<file path="src/rtl/rob_pkg.sv">
// Shared types and sizing for the early-recovery reorder buffer.
package rob_pkg;

   localparam int DEPTH  = 8;
   localparam int N      = 2;
   localparam int CDB_W  = 2;
   localparam int PC_W   = 32;
   localparam int RIDX_W = $clog2(DEPTH);
   localparam int CNT_W  = $clog2(DEPTH + 1);
   localparam int SEL_W  = (CDB_W > 1) ? $clog2(CDB_W) : 1;

   typedef logic [RIDX_W-1:0] robn_t;
   typedef logic [CNT_W-1:0]  cnt_t;

   typedef struct packed {
      logic            valid;
      logic            executed;
      logic            halt;
      logic            illegal;
      logic            is_branch;
      logic            is_cond;
      logic            predict_taken;
      logic            taken;
      logic            success;
      logic [PC_W-1:0] pc;
      logic [PC_W-1:0] predict_target;
      logic [PC_W-1:0] target;
   } rob_entry_t;

   typedef struct packed {
      robn_t           robn;
      logic            taken;
      logic [PC_W-1:0] target;
   } rob_cdb_packet_t;

   function automatic logic mispredict(
      input rob_entry_t      e,
      input logic            taken,
      input logic [PC_W-1:0] target
   );
      if (!e.is_branch) return 1'b0;
      if (e.is_cond)
         return (taken != e.predict_taken) ||
                (taken && (target != e.predict_target));
      return target != e.predict_target;
   endfunction

endpackage

</file>
<file path="src/rtl/rob_age_select.sv">
// Picks the oldest candidate robn, age measured from head.
module rob_age_select
   import rob_pkg::*;
(
   input  robn_t                   head,
   input  logic [CDB_W-1:0]        cand,
   input  robn_t [CDB_W-1:0]       robn,
   output logic                    any,
   output logic [SEL_W-1:0]        sel
);

   robn_t best_age;
   robn_t age;

   always_comb begin
      any      = 1'b0;
      sel      = '0;
      best_age = '0;
      age      = '0;
      for (int c = 0; c < CDB_W; c++) begin
         age = robn[c] - head;
         if (cand[c] && (!any || age < best_age)) begin
            any      = 1'b1;
            sel      = SEL_W'(c);
            best_age = age;
         end
      end
   end

endmodule

</file>
<file path="src/rtl/rob_early_recover.sv">
// Reorder buffer with in-order retire and same-edge tail rollback
// on the oldest CDB mispredict; front-end redirect follows one cycle later.
module rob_early_recover
   import rob_pkg::*;
(
   input  logic                          clock,
   input  logic                          reset,
   input  logic [N-1:0]                  dis_valid,
   input  rob_entry_t [N-1:0]            dis_entries,
   output robn_t [N-1:0]                 dis_robn,
   output logic                          almost_full,
   input  logic [CDB_W-1:0]              cdb_valid,
   input  rob_cdb_packet_t [CDB_W-1:0]   cdb_packets,
   output logic [N-1:0]                  rt_valid,
   output rob_entry_t [N-1:0]            rt_entries,
   output logic                          recover_valid,
   output robn_t                         recover_robn,
   output logic [PC_W-1:0]               recover_pc,
   output logic                          halted,
   output cnt_t                          count,
   output robn_t                         head,
   output robn_t                         tail
);

   rob_entry_t rob [DEPTH];

   rob_entry_t [N-1:0] dis_wr;
   cnt_t               free, n_req, n_dis, n_ret;
   logic               pre, stop, ret_halt;
   robn_t              rt_idx;

   logic [CDB_W-1:0]   cdb_hit, cdb_mp;
   robn_t [CDB_W-1:0]  cdb_robn;
   logic               rec_any;
   logic [SEL_W-1:0]   rec_sel;
   rob_cdb_packet_t    rec_pkt;
   robn_t              rec_robn, rec_age;
   logic [PC_W-1:0]    rec_pc;

   always_comb begin
      free        = cnt_t'(DEPTH) - count;
      almost_full = free < cnt_t'(N);
      n_req       = '0;
      pre         = 1'b1;
      for (int i = 0; i < N; i++) begin
         pre         = pre & dis_valid[i];
         if (pre) n_req = n_req + cnt_t'(1);
         dis_robn[i] = tail + robn_t'(i);
         dis_wr[i]       = dis_entries[i];
         dis_wr[i].valid = 1'b1;
      end
      if (halted || rec_any) n_dis = '0;
      else n_dis = (n_req > free) ? free : n_req;
   end

   // Retire stops at the first unexecuted entry and right after a halt.
   always_comb begin
      rt_valid   = '0;
      rt_entries = '0;
      n_ret      = '0;
      ret_halt   = 1'b0;
      stop       = halted;
      rt_idx     = '0;
      for (int i = 0; i < N; i++) begin
         rt_idx = head + robn_t'(i);
         if (!stop && cnt_t'(i) < count && rob[rt_idx].executed) begin
            rt_valid[i]   = 1'b1;
            rt_entries[i] = rob[rt_idx];
            n_ret         = n_ret + cnt_t'(1);
            if (rob[rt_idx].halt || rob[rt_idx].illegal) begin
               ret_halt = 1'b1;
               stop     = 1'b1;
            end
         end else begin
            stop = 1'b1;
         end
      end
   end

   // A repeated robn on a later channel is dropped in favour of the earlier one.
   always_comb begin
      cdb_hit  = '0;
      cdb_mp   = '0;
      cdb_robn = '0;
      for (int c = 0; c < CDB_W; c++) begin
         cdb_robn[c] = cdb_packets[c].robn;
         cdb_hit[c]  = cdb_valid[c] &&
                       (cnt_t'(robn_t'(cdb_packets[c].robn - head)) < count) &&
                       !rob[cdb_packets[c].robn].executed;
         for (int p = 0; p < c; p++)
            if (cdb_hit[p] && cdb_packets[p].robn == cdb_packets[c].robn)
               cdb_hit[c] = 1'b0;
         cdb_mp[c] = mispredict(rob[cdb_packets[c].robn],
                                cdb_packets[c].taken,
                                cdb_packets[c].target);
      end
   end

   rob_age_select u_age_select (
      .head (head),
      .cand (cdb_hit & cdb_mp),
      .robn (cdb_robn),
      .any  (rec_any),
      .sel  (rec_sel)
   );

   assign rec_pkt  = cdb_packets[rec_sel];
   assign rec_robn = rec_pkt.robn;
   assign rec_age  = rec_robn - head;
   assign rec_pc   = rec_pkt.taken ? rec_pkt.target
                                   : rob[rec_robn].pc + PC_W'(4);

   always_ff @(posedge clock) begin
      if (reset) begin
         count         <= '0;
         head          <= '0;
         tail          <= '0;
         halted        <= 1'b0;
         recover_valid <= 1'b0;
         recover_robn  <= '0;
         recover_pc    <= '0;
         for (int d = 0; d < DEPTH; d++) rob[d] <= '0;
      end else begin
         for (int i = 0; i < N; i++)
            if (rt_valid[i]) rob[head + robn_t'(i)].valid <= 1'b0;
         for (int c = 0; c < CDB_W; c++)
            if (cdb_hit[c]) begin
               rob[cdb_packets[c].robn].executed <= 1'b1;
               rob[cdb_packets[c].robn].taken    <= cdb_packets[c].taken;
               rob[cdb_packets[c].robn].target   <= cdb_packets[c].target;
               rob[cdb_packets[c].robn].success  <= !cdb_mp[c];
            end
         for (int i = 0; i < N; i++)
            if (cnt_t'(i) < n_dis) rob[tail + robn_t'(i)] <= dis_wr[i];
         if (rec_any)
            for (int d = 0; d < DEPTH; d++)
               if (robn_t'(robn_t'(d) - head) > rec_age) rob[d].valid <= 1'b0;
         head   <= head + robn_t'(n_ret);
         tail   <= rec_any ? rec_robn + robn_t'(1) : tail + robn_t'(n_dis);
         count  <= rec_any ? cnt_t'(rec_age) + cnt_t'(1) - n_ret
                           : count + n_dis - n_ret;
         halted <= halted | ret_halt;
         recover_valid <= rec_any;
         recover_robn  <= rec_any ? rec_robn : '0;
         recover_pc    <= rec_any ? rec_pc : '0;
      end
   end

   always @(posedge clock)
      if (!reset && !halted && !rec_any)
         assert (n_req <= free) else $error("rob dispatch overflow");

endmodule

</file>
<file path="config.mk">
export PLATFORM = sky130hd
export DESIGN_NAME = rob_early_recover
export DESIGN_NICKNAME = d
export VERILOG_FILES = /design/src/rtl/rob_pkg.sv /design/src/rtl/rob_age_select.sv /design/src/rtl/rob_early_recover.sv
export SDC_FILE = /design/constraint.sdc
export NUM_CORES = 2
export LEC_CHECK = 0
export ABC_AREA = 1
export CELL_PAD_IN_SITES_DETAIL_PLACEMENT = 1
export CELL_PAD_IN_SITES_GLOBAL_PLACEMENT = 2
export CORE_AREA = 2 2 394 435
export CTS_BUF_LIST = sky130_fd_sc_hd__clkbuf_4
export CTS_CLUSTER_DIAMETER = 30
export DETAILED_ROUTE_END_ITERATION = 12
export DIE_AREA = 0 0 396 437
export GPL_ROUTABILITY_DRIVEN = 1
export HOLD_SLACK_MARGIN = 0.08
export PLACE_DENSITY_LB_ADDON = 0.1
export REMOVE_ABC_BUFFERS = 1
export SYNTH_ARGS = -nofsm -noshare
export SYNTH_HDL_FRONTEND = slang
export SYNTH_SLANG_ARGS = --single-unit
</file>
<file path="constraint.sdc">
create_clock -name clock -period 18.3 [get_ports clock]
set_clock_uncertainty 0.2 [all_clocks]
set_input_delay 1.83 -clock clock [delete_from_list [all_inputs] [get_ports clock]]
set_output_delay 1.83 -clock clock [all_outputs]
set_load 0.03 [all_outputs]
</file>
==> metrics.cfg <==
[pwr]
ir_drop_mv = 0.178
p_total_uw = 11000
p_leak_uw = 0.0284
pwr_density_cell_nw_per_um2 = 149

[place]
placed_area_um2 = 70400
gp_congestion = 0.957
place_hpwl_um = 236000
placement.io_buffers = 551
place_ws_ps = 6990

[route]
vias = 76800
final_antenna_net_count = 0
via_per_inst = 6.75
first_pass_iters = 6
first_iter_violations = 11000
drc = 0
wl_per_cell_um = 34.9
routed_wl_um = 397000

[synth]
yosys_register_bits = 887
synth.avg_cell_area_um2 = 7.31
synth.most_common_cell = nand2_1
syn_area_um2 = 63800
ys_seq_area_share_pct = 40.7
synth_edf_count = 824
yosys_warnings = 0
synth-main-ff-cell = edfxtp_1
synth_top_area_cell = edfxtp_1
ys_top_cells_by_area = edfxtp_1, nand2_1, o21ai_0
yosysUniqueCellTypes = 58
synthCells = 8736
synth_top_cell_area_share_pct = 38.8
synth_async_sr_flop_share_pct = 0
ys_top_cells_by_count = nand2_1, o21ai_0, edfxtp_1, o22ai_1, a21oi_1

[clock_tree]
cts_tree = done
cts.repair.resized = 0
clockBufferDepth = 4
cts_hold_buf = 0
worstSkewPairLatency_ps = 1430
post_cts_buffers = 0
cts_made_buffers = 303
htreeDepth = 5
cts_root_buf = clkbuf_4
cts_sinks = 887
path_clk_slew_ps = 60

[global_route]
grt_usage_pct = 44.1
grt_antenna_before_repair = 58
grt.overflow.total = 0
grt_pass1_vias = 75800
grt_pass1_wl_um = 548000
grt_max_degree = 135

[worst_setup_path]
worstSetupEndpoint = rob[4][104]
max_stage_delay_ps = 880
crit_buf_inv = 5
critPathKind = in -> reg
r2r_cells = 33
cp_max_fo = 33
cp_slowest_cell = xor2_1
crit_required_ps = 19300
path_delay_family = simple AND/OR/NAND/NOR gates
timing.rr.start = head[1]
path_depth = 39
worstSetupEndpointType = flip-flop
reg2reg_to = rob[4][104]
crit_start = cdb_packets[35]
start_kind = primary input
crit_arrival_ps = 11360
r2r_slack_ps = 9060

[floorplan]
die_h_um = 437
rows = 158
core-area_um2 = 168000
start_util_pct = 37.9
io_pins = 554
die_w_um = 396
dieArea_um2 = 173000

[timing]
drv_slew = 0
fmaxAchievable_mhz = 96.6
slew-limit-headroom_pct = 14.4
grt_setup_unrepaired = no
tightestPinTransition_ps = 1280
finalSetupViolCount = 0
fin_crit_ps = 10360
finalHoldViolCount = 0
finalWorstSetupSlack_ps = 7940
min_period_over_period_pct = 56.6

[layout]
layout-drive-gt1-share_pct = 8.22
synthToLayoutAreaGrowth_pct = 15.9
layout.nets = 9247
fill_cells = 20700
fin_area_um2 = 74000

[worst_hold_path]
hold_class = reg -> reg

[status]
status = complete, no violations

[run]
cap_violations = 0

==> flip-flops by register name, summed over array words and instances, names as in the netlist <==
name           count
count              4
recover_robn       3
recover_pc        32
rob              840
head               3
tail               3
recover_valid      1
halted             1
==> layer usage <==
metal	track usage [%]	vias up	share of wire (%)
li1	-	31400	-
met1	53.1	37500	36
met2	66.2	6141	43
met3	13.1	1794	13
met4	33.1	42	8.4
met5	0	-	0.075
==> worst reg2reg max path, delay by kind of cell (launching register included) <==
kind	cells	cell delay (ps)
AOI/OAI and AO/OA	5	790
xor gates and xnor gates	3	1320
adders and majority gates	6	2600
buffers and inverters	3	450
DFF	1	800
and+or+nand+nor	16	2940
==> placed cells by master (no fill, tap or decap), types with 49 or more instances in the layout <==
master           count
nand2_1           2303
o21ai_0            909
edfxtp_1           824
o22ai_1            623
a21oi_1            611
inv_1              567
clkdlybuf4s50_1    546
nor2_1             461
clkbuf_4           403
nand3_1            399
a22oi_1            331
buf_4              191
nor3_1             155
o221ai_1           109
a211oi_1            84
a32o_1              65
clkinv_1            65
dfxtp_1             60
ha_1                49
==> how the worst min path moves through the flow <==
| stage | slack [ps] | cells past startpoint | start | endpoint |
|---|---|---|---|---|
| 3_5_place_dp | 300 | 2 | rob[5][104] | rob[5][104] |
| 2_1_floorplan | 260 | 2 | rob[4][104] | rob[4][104] |
| 3_3_place_gp | 290 | 2 | rob[4][104] | rob[4][104] |
| 5_1_grt | 330 | 2 | rob[5][104] | rob[5][104] |
| 6_report | 300 | 2 | rob[5][104] | rob[5][104] |
| 4_1_cts | 310 | 2 | rob[5][104] | rob[5][104] |
==> final cells by class <==
type                            instances  area [µm²]  area share (%)
Antenna cell                           38        95.1           0.129
Clock buffer                          403        3030            4.09
Clock inverter                        102         475           0.643
Inverter                              601        2290            3.10
Multi-Input combinational cell       6358       32100            43.5
Sequential cell                       887       26000            35.2
Tap cell                             2240        2800            3.79
Timing Repair Buffer                  751        7120            9.62
==> through the flow <==
| stage | instances | setup TNS [ps] | utilization, % | hold slack (ps) |
|---|---|---|---|---|
| 2_1_floorplan | 7846 | -1467340 | - | 260 |
| 3_3_place_gp | 10800 | 0 | 41.8 | 293 |
| 3_5_place_dp | 10800 | 0 | 41.8 | 298 |
| 4_1_cts | 11300 | 0 | 43.9 | 307 |
| 5_1_grt | 11400 | 0 | 43.9 | 330 |
| 6_report | 11400 | 0 | 44.0 | 304 |
==> where the power goes <==
group          switching [µW]  total [µW]  internal (µW)
Clock                    1020        2070           1050
Sequential                353        3140           2790
Combinational            4180        5830           1650
==> cells by family after synthesis <==
kind of cell / after synthesis / share of synthesized area (%)
AND/OR/NAND/NOR: 3416 / 21.5
AO/OA/AOI/OAI: 2855 / 26.9
buffers and inverters: 1491 / 9.22
flip-flops: 887 / 40.7
adder cells (fa/ha/maj): 57 / 1.21
XOR/XNOR: 29 / 0.398
other: 1 / 0.00588
No activity file was read; power rests on OpenSTA's default activity.
